--- config.mk ---
export PLATFORM = sky130hd
export DESIGN_NAME = muls_seq
export DESIGN_NICKNAME = d
export VERILOG_FILES = /design/src/rtl/muls_pkg.sv /design/src/rtl/muls_booth_step.sv /design/src/rtl/muls_seq.sv
export SDC_FILE = /design/constraint.sdc
export NUM_CORES = 1
export LEC_CHECK = 0
export ABC_AREA = 0
export ABC_CLOCK_PERIOD_IN_PS = 7300
export CORE_MARGIN = 2
export CORE_UTILIZATION = 50
export CTS_BUF_LIST = sky130_fd_sc_hd__clkbuf_4
export DETAILED_ROUTE_END_ITERATION = 6
export PLACE_DENSITY = 0.81
export SETUP_SLACK_MARGIN = 0.3
export SYNTH_ARGS = -nofsm -noshare
export SYNTH_HDL_FRONTEND = slang
export SYNTH_SLANG_ARGS = --single-unit
--- constraint.sdc ---
create_clock -name clk -period 7.3 [get_ports clk]
set_input_delay 1.825 -clock clk [delete_from_list [all_inputs] [get_ports clk]]
set_output_delay 1.825 -clock clk [all_outputs]
set_load 0.02 [all_outputs]
--- src/rtl/muls_pkg.sv ---
// muls_pkg: shared definitions for the sequential Booth multiplier.
//   - state_e   : controller states (IDLE / BUSY / DONE)
//   - OP_*      : radix-2 Booth opcodes, encoded as {q0, q-1}
//   - cnt_width : width of the iteration counter, clog2(WIDTH+2),
//                 wide enough to hold WIDTH+1
package muls_pkg;

    typedef enum logic [1:0] {
        IDLE = 2'd0,
        BUSY = 2'd1,
        DONE = 2'd2
    } state_e;

    // Booth opcodes, matching the {q0, q-1} bit pair that selects them.
    localparam logic [1:0] OP_NOP = 2'b00;
    localparam logic [1:0] OP_ADD = 2'b01;
    localparam logic [1:0] OP_SUB = 2'b10;

    function automatic int cnt_width(input int width);
        return $clog2(width + 2);
    endfunction

endpackage

--- src/rtl/muls_booth_step.sv ---
// muls_booth_step: one combinational radix-2 Booth iteration.
// Examines {lo[0], qm1}, adds/subtracts/ignores the multiplicand on the
// high half, then shifts {high, low, q-1} right arithmetically by one.
// Ports:
//   hi, lo, qm1     current accumulator (high half, low half, Booth bit q-1)
//   mcand           extended multiplicand (WIDTH+1 bits)
//   hi_next, lo_next, qm1_next   accumulator after the step
module muls_booth_step
    import muls_pkg::*;
#(
    parameter int WIDTH = 16
) (
    input  logic [WIDTH:0] hi,
    input  logic [WIDTH:0] lo,
    input  logic           qm1,
    input  logic [WIDTH:0] mcand,
    output logic [WIDTH:0] hi_next,
    output logic [WIDTH:0] lo_next,
    output logic           qm1_next
);

    logic [1:0]       op;
    logic [WIDTH+1:0] hi_x;
    logic [WIDTH+1:0] mc_x;
    logic [WIDTH+1:0] sum;

    always_comb begin
        // NOTE: every variable gets a value before any branch, so no path
        // can leave one unassigned and infer a latch.
        op   = {lo[0], qm1};
        // One guard bit keeps the add/sub exact; the shift drops it again.
        hi_x = {hi[WIDTH], hi};
        mc_x = {mcand[WIDTH], mcand};
        sum  = hi_x;
        case (op)
            OP_ADD:  sum = hi_x + mc_x;
            OP_SUB:  sum = hi_x - mc_x;
            OP_NOP:  sum = hi_x;
            default: sum = hi_x;      // 2'b11: also no add
        endcase
        hi_next  = sum[WIDTH+1:1];
        lo_next  = {sum[0], lo[WIDTH:1]};
        qm1_next = lo[0];
    end

endmodule

--- src/rtl/muls_seq.sv ---
// muls_seq: iterative radix-2 Booth multiplier, signed or unsigned,
// with valid/ready handshakes on operands and product.
// One transaction in flight: accept in IDLE, WIDTH+1 Booth steps in BUSY,
// hold the product in DONE until the consumer takes it.
// Ports:
//   clk, rst_n           clock, asynchronous active-low reset
//   in_valid / in_ready  operand handshake (a, b, in_signed sampled on accept)
//   in_signed            1 = two's-complement operands, 0 = unsigned
//   a, b                 multiplicand, multiplier (WIDTH bits)
//   out_valid/out_ready  product handshake
//   y                    product (PW = 2*WIDTH bits), held until next product
//   busy                 iteration in progress
// Build option: define MULS_ZERO_SKIP_EN to short-cut zero operands to a
// single step (latency 1); results are identical either way.
module muls_seq
    import muls_pkg::*;
#(
    parameter  int WIDTH = 16,
    localparam int PW    = 2 * WIDTH
) (
    input  logic             clk,
    input  logic             rst_n,
    input  logic             in_valid,
    output logic             in_ready,
    input  logic             in_signed,
    input  logic [WIDTH-1:0] a,
    input  logic [WIDTH-1:0] b,
    output logic             out_valid,
    input  logic             out_ready,
    output logic [PW-1:0]    y,
    output logic             busy
);

    localparam int CW = cnt_width(WIDTH);

    localparam logic [1:0] ST_IDLE = IDLE;
    localparam logic [1:0] ST_BUSY = BUSY;
    localparam logic [1:0] ST_DONE = DONE;

    logic [1:0]    state;
    logic [WIDTH:0] mcand;
    logic [WIDTH:0] hi;
    logic [WIDTH:0] lo;
    logic           qm1;
    logic [CW-1:0]  cnt;

    logic [WIDTH:0] a_ext;
    logic [WIDTH:0] b_ext;
    logic [WIDTH:0] hi_next;
    logic [WIDTH:0] lo_next;
    logic           qm1_next;

    assign a_ext = {in_signed & a[WIDTH-1], a};
    assign b_ext = {in_signed & b[WIDTH-1], b};

    // Handshake outputs decode straight from state so reset clears them
    // asynchronously.
    assign in_ready  = (state == ST_IDLE);
    assign busy      = (state == ST_BUSY);
    assign out_valid = (state == ST_DONE);

    muls_booth_step #(.WIDTH(WIDTH)) u_step (
        .hi       (hi),
        .lo       (lo),
        .qm1      (qm1),
        .mcand    (mcand),
        .hi_next  (hi_next),
        .lo_next  (lo_next),
        .qm1_next (qm1_next)
    );

    // NOTE: sequential state uses non-blocking assignments so every register
    // samples pre-edge values, independent of statement order.
    always_ff @(posedge clk or negedge rst_n) begin
        if (!rst_n) begin
            state <= ST_IDLE;
            mcand <= '0;
            hi    <= '0;
            lo    <= '0;
            qm1   <= 1'b0;
            cnt   <= '0;
            y     <= '0;
        end else begin
            case (state)
                ST_IDLE: begin
                    if (in_valid) begin
                        mcand <= a_ext;
                        hi    <= '0;
                        lo    <= b_ext;
                        qm1   <= 1'b0;
                        cnt   <= CW'(WIDTH + 1);
                        state <= ST_BUSY;
`ifdef MULS_ZERO_SKIP_EN
                        // A zero operand collapses the run to one NOP step
                        // on a cleared accumulator, producing y = 0.
                        if (a == '0 || b == '0) begin
                            mcand <= '0;
                            lo    <= '0;
                            cnt   <= CW'(1);
                        end
`endif
                    end
                end
                ST_BUSY: begin
                    hi  <= hi_next;
                    lo  <= lo_next;
                    qm1 <= qm1_next;
                    cnt <= cnt - CW'(1);
                    if (cnt == CW'(1)) begin
                        // Low PW bits of the 2*WIDTH+2-bit accumulator.
                        y     <= {hi_next[WIDTH-2:0], lo_next};
                        state <= ST_DONE;
                    end
                end
                ST_DONE: begin
                    if (out_ready) state <= ST_IDLE;
                end
                default: state <= ST_IDLE;
            endcase
        end
    end

endmodule

==> reports/metrics.cfg <==
[worst_setup_path]
critical_path_cell_count=4
slowest_stage=clkdlybuf4s50_1
crit_type=flop to primary output
endpoint_kind=primary output
endpoint=busy
crit_path_max_incr_delay_ns=0.70
path_cells=nand2b_1 > inv_1 > buf_4 > clkdlybuf4s50_1
crit_start=state[1]$_DFFE_PN0P_
critPathLaunchType=flop
cp.required_ns=5.48
path_max_fanout=30
rr_worst_depth=11
rr_endpoint=y[28]$_DFFE_PN0P_
path_delay_family=buffers and inverters
reg2reg_from=qm1$_DFFE_PN0P_
cp.arrival_ns=2.60
worst-path-buf-inv=3
r2r_slack_ns=3.69

[sta]
rsz0062_at_grt=no
timing.final.crit_share=0.606
hold_violations=0
finalCriticalPeriod_ns=4.42
fin_skew_ns=0.0135
worst_pin_slew_ns=1.10
report.final.slew_viol_count=0
slew_headroom=0.262
setup_violations=0
setup_tns_ns=0
max_freq_mhz=226

[die]
ioPinCount=72
row_count=36
die_x_um=105
start_util=0.516
die_area_um2=11000
core_um2=9820
die_h_um=105

[run]
cap_violations=0

[clock_tree]
clk_latency_ns=0.46
cts_buffers=9
cts-resized-gates=0
hold_buffers=0
clk_pin_slew_ns=0.15
cts_tree=built
cts.htree.levels=3
cts.path.max_buffers=2
cts_setup_buffers=0
cts_root_buffer=clkbuf_4
cts_sinks=91

[route]
firstDrtPassIters=5
drt-initial-drc-count=197
postRouteAntennaNets=0
routed_wl_um=11600
route.detailed.drc=0
wl_per_cell_um=16.0
routed_via_density=5.51
vias=4001

[synthesis]
yosys-top-cells-count=101 x nand2_1, 91 x dfrtp_1, 51 x o21ai_0, 29 x nor2_1, 24 x mux2_2
ys.flop_type=dfrtp_1
ys_ff_latch=91
postSynthAreaPerCell_um2=9.54
yosysUniqueCellTypes=53
synthArstFlopShare=1.00
yosys_warnings=0
yosysMostFrequentCell=nand2_1
seq_area_frac_synth=0.450
post-synth-top-area-cell=dfrtp_1
synth_fp_nets=591
syn-cell-area_um2=5060
synth-edff-count=0
yosys-top-cells-area=dfrtp_1 45%, nand2_1 7.5%, ha_1 5.4%
synth_top_area_frac=0.450
syn_inst=531

[placed_design]
post-dp-hpwl_um=8440
portBuffers=71
routabilityCongestion=0.852
placed_area_um2=5860

[global_routing]
overflow=0
grt_pass1_vias=4045
antenna_found_initial=0
grt_pass1_wl_um=19500
grt_usage=0.220
grt_max_degree=74

[status]
status=finished, final reports clean

[cells_and_area]
fin_nets=647
drive_above_1_share=0.0895
fillerInstances=858
fin_area_um2=6000
area.growth.synth_to_final_pct=18.5

[worst_hold_path]
hp-class=flop to flop
whs_path_depth=2

[placed cells by master, fill, tap and decap left out, drive strengths merged, types with 3 or more instances in the layout]
cell type      synthesis  layout
nand2                101     101
dfrtp                 91      91
clkdlybuf4s50          0      70
o21ai                 52      52
nor2                  29      29
mux2                  25      25
xnor2                 23      23
mux2i                 23      23
ha                    22      22
a21oi                 21      21
inv                   14      17
nor3                  10      10
nand3                  9       9
clkbuf                23       9
a22o                   8       8
o31ai                  7       7
xor2                   6       6
nand2b                 6       6
a21o                   5       5
o21a                   5       5
buf                    7       5
a31oi                  5       5
nor2b                  3       3
o22ai                  3       3
and2                   3       3
[sequential cells by signal, indices dropped and copies added (netlist names)]
name and cells:
y 32, hi 17, lo 17, mcand 17, cnt 5, state 2
qm1 1
[area by class of cell]
type / instances / area [um2] / area share
antenna: 1 / 2.50 / 0.000417
clock buffer: 9 / 67.6 / 0.0113
clock inverter: 7 / 72.6 / 0.0121
inverter: 14 / 52.6 / 0.00876
multi-input combinational: 396 / 2630 / 0.437
sequential: 91 / 2280 / 0.379
tap: 133 / 166 / 0.0277
timing repair buffer: 75 / 738 / 0.123
[through the flow]
stage / setup slack (ns) / hold WS [ns] / instances / utilization
final: 2.88 / 0.492 / 726 / 0.611
after global placement: 3.46 / 0.463 / 709 / 0.597
after CTS: 2.91 / 0.498 / 725 / 0.611
after global routing: 2.75 / 0.523 / 725 / 0.611
after floorplan: 4.12 / 0.467 / 531 / -
after detailed placement: 3.42 / 0.466 / 709 / 0.597
[per-layer routing]
metal,share of wire,vias to the layer above,global-route usage
met2,0.51,93,0.375
li1,-,1966,-
met3,0.035,23,0.0281
met1,0.43,1919,0.275
met4,0.025,0,0.108
met5,0,-,0
[cells by family (layout without fill, tap and decap cells)]
logic type / after synthesis / after routing / share of synthesized area
buf+inv: 44 / 105 / 0.0343
other cells: 0 / 1 / 0
mux: 48 / 48 / 0.102
flops: 91 / 91 / 0.450
xor+xnor: 29 / 29 / 0.0501
fa+ha+maj: 23 / 23 / 0.0583
compound gates: 122 / 122 / 0.157
simple gates: 174 / 174 / 0.149
[tightest hold or removal path, stage by stage (launching register included)]
cell and delay [ns]:
dfrtp_1 0.37, nand2_1 0.05, o31ai_1 0.05
[worst min path at each step]
| stage | from | end | slack (ns) |
|---|---|---|---|
| 2_1_floorplan | lo[10]$_DFFE_PN0P_ | lo[10]$_DFFE_PN0P_ | 0.47 |
| 3_3_place_gp | y[31]$_DFFE_PN0P_ | y[31]$_DFFE_PN0P_ | 0.46 |
| 3_5_place_dp | y[29]$_DFFE_PN0P_ | y[29]$_DFFE_PN0P_ | 0.47 |
| 4_1_cts | y[29]$_DFFE_PN0P_ | y[29]$_DFFE_PN0P_ | 0.50 |
| 5_1_grt | y[16]$_DFFE_PN0P_ | y[16]$_DFFE_PN0P_ | 0.52 |
| 6_report | y[29]$_DFFE_PN0P_ | y[29]$_DFFE_PN0P_ | 0.49 |
Power is not shown: default switching activity piles up to over one toggle a cycle in this logic, so the estimate is an artifact.
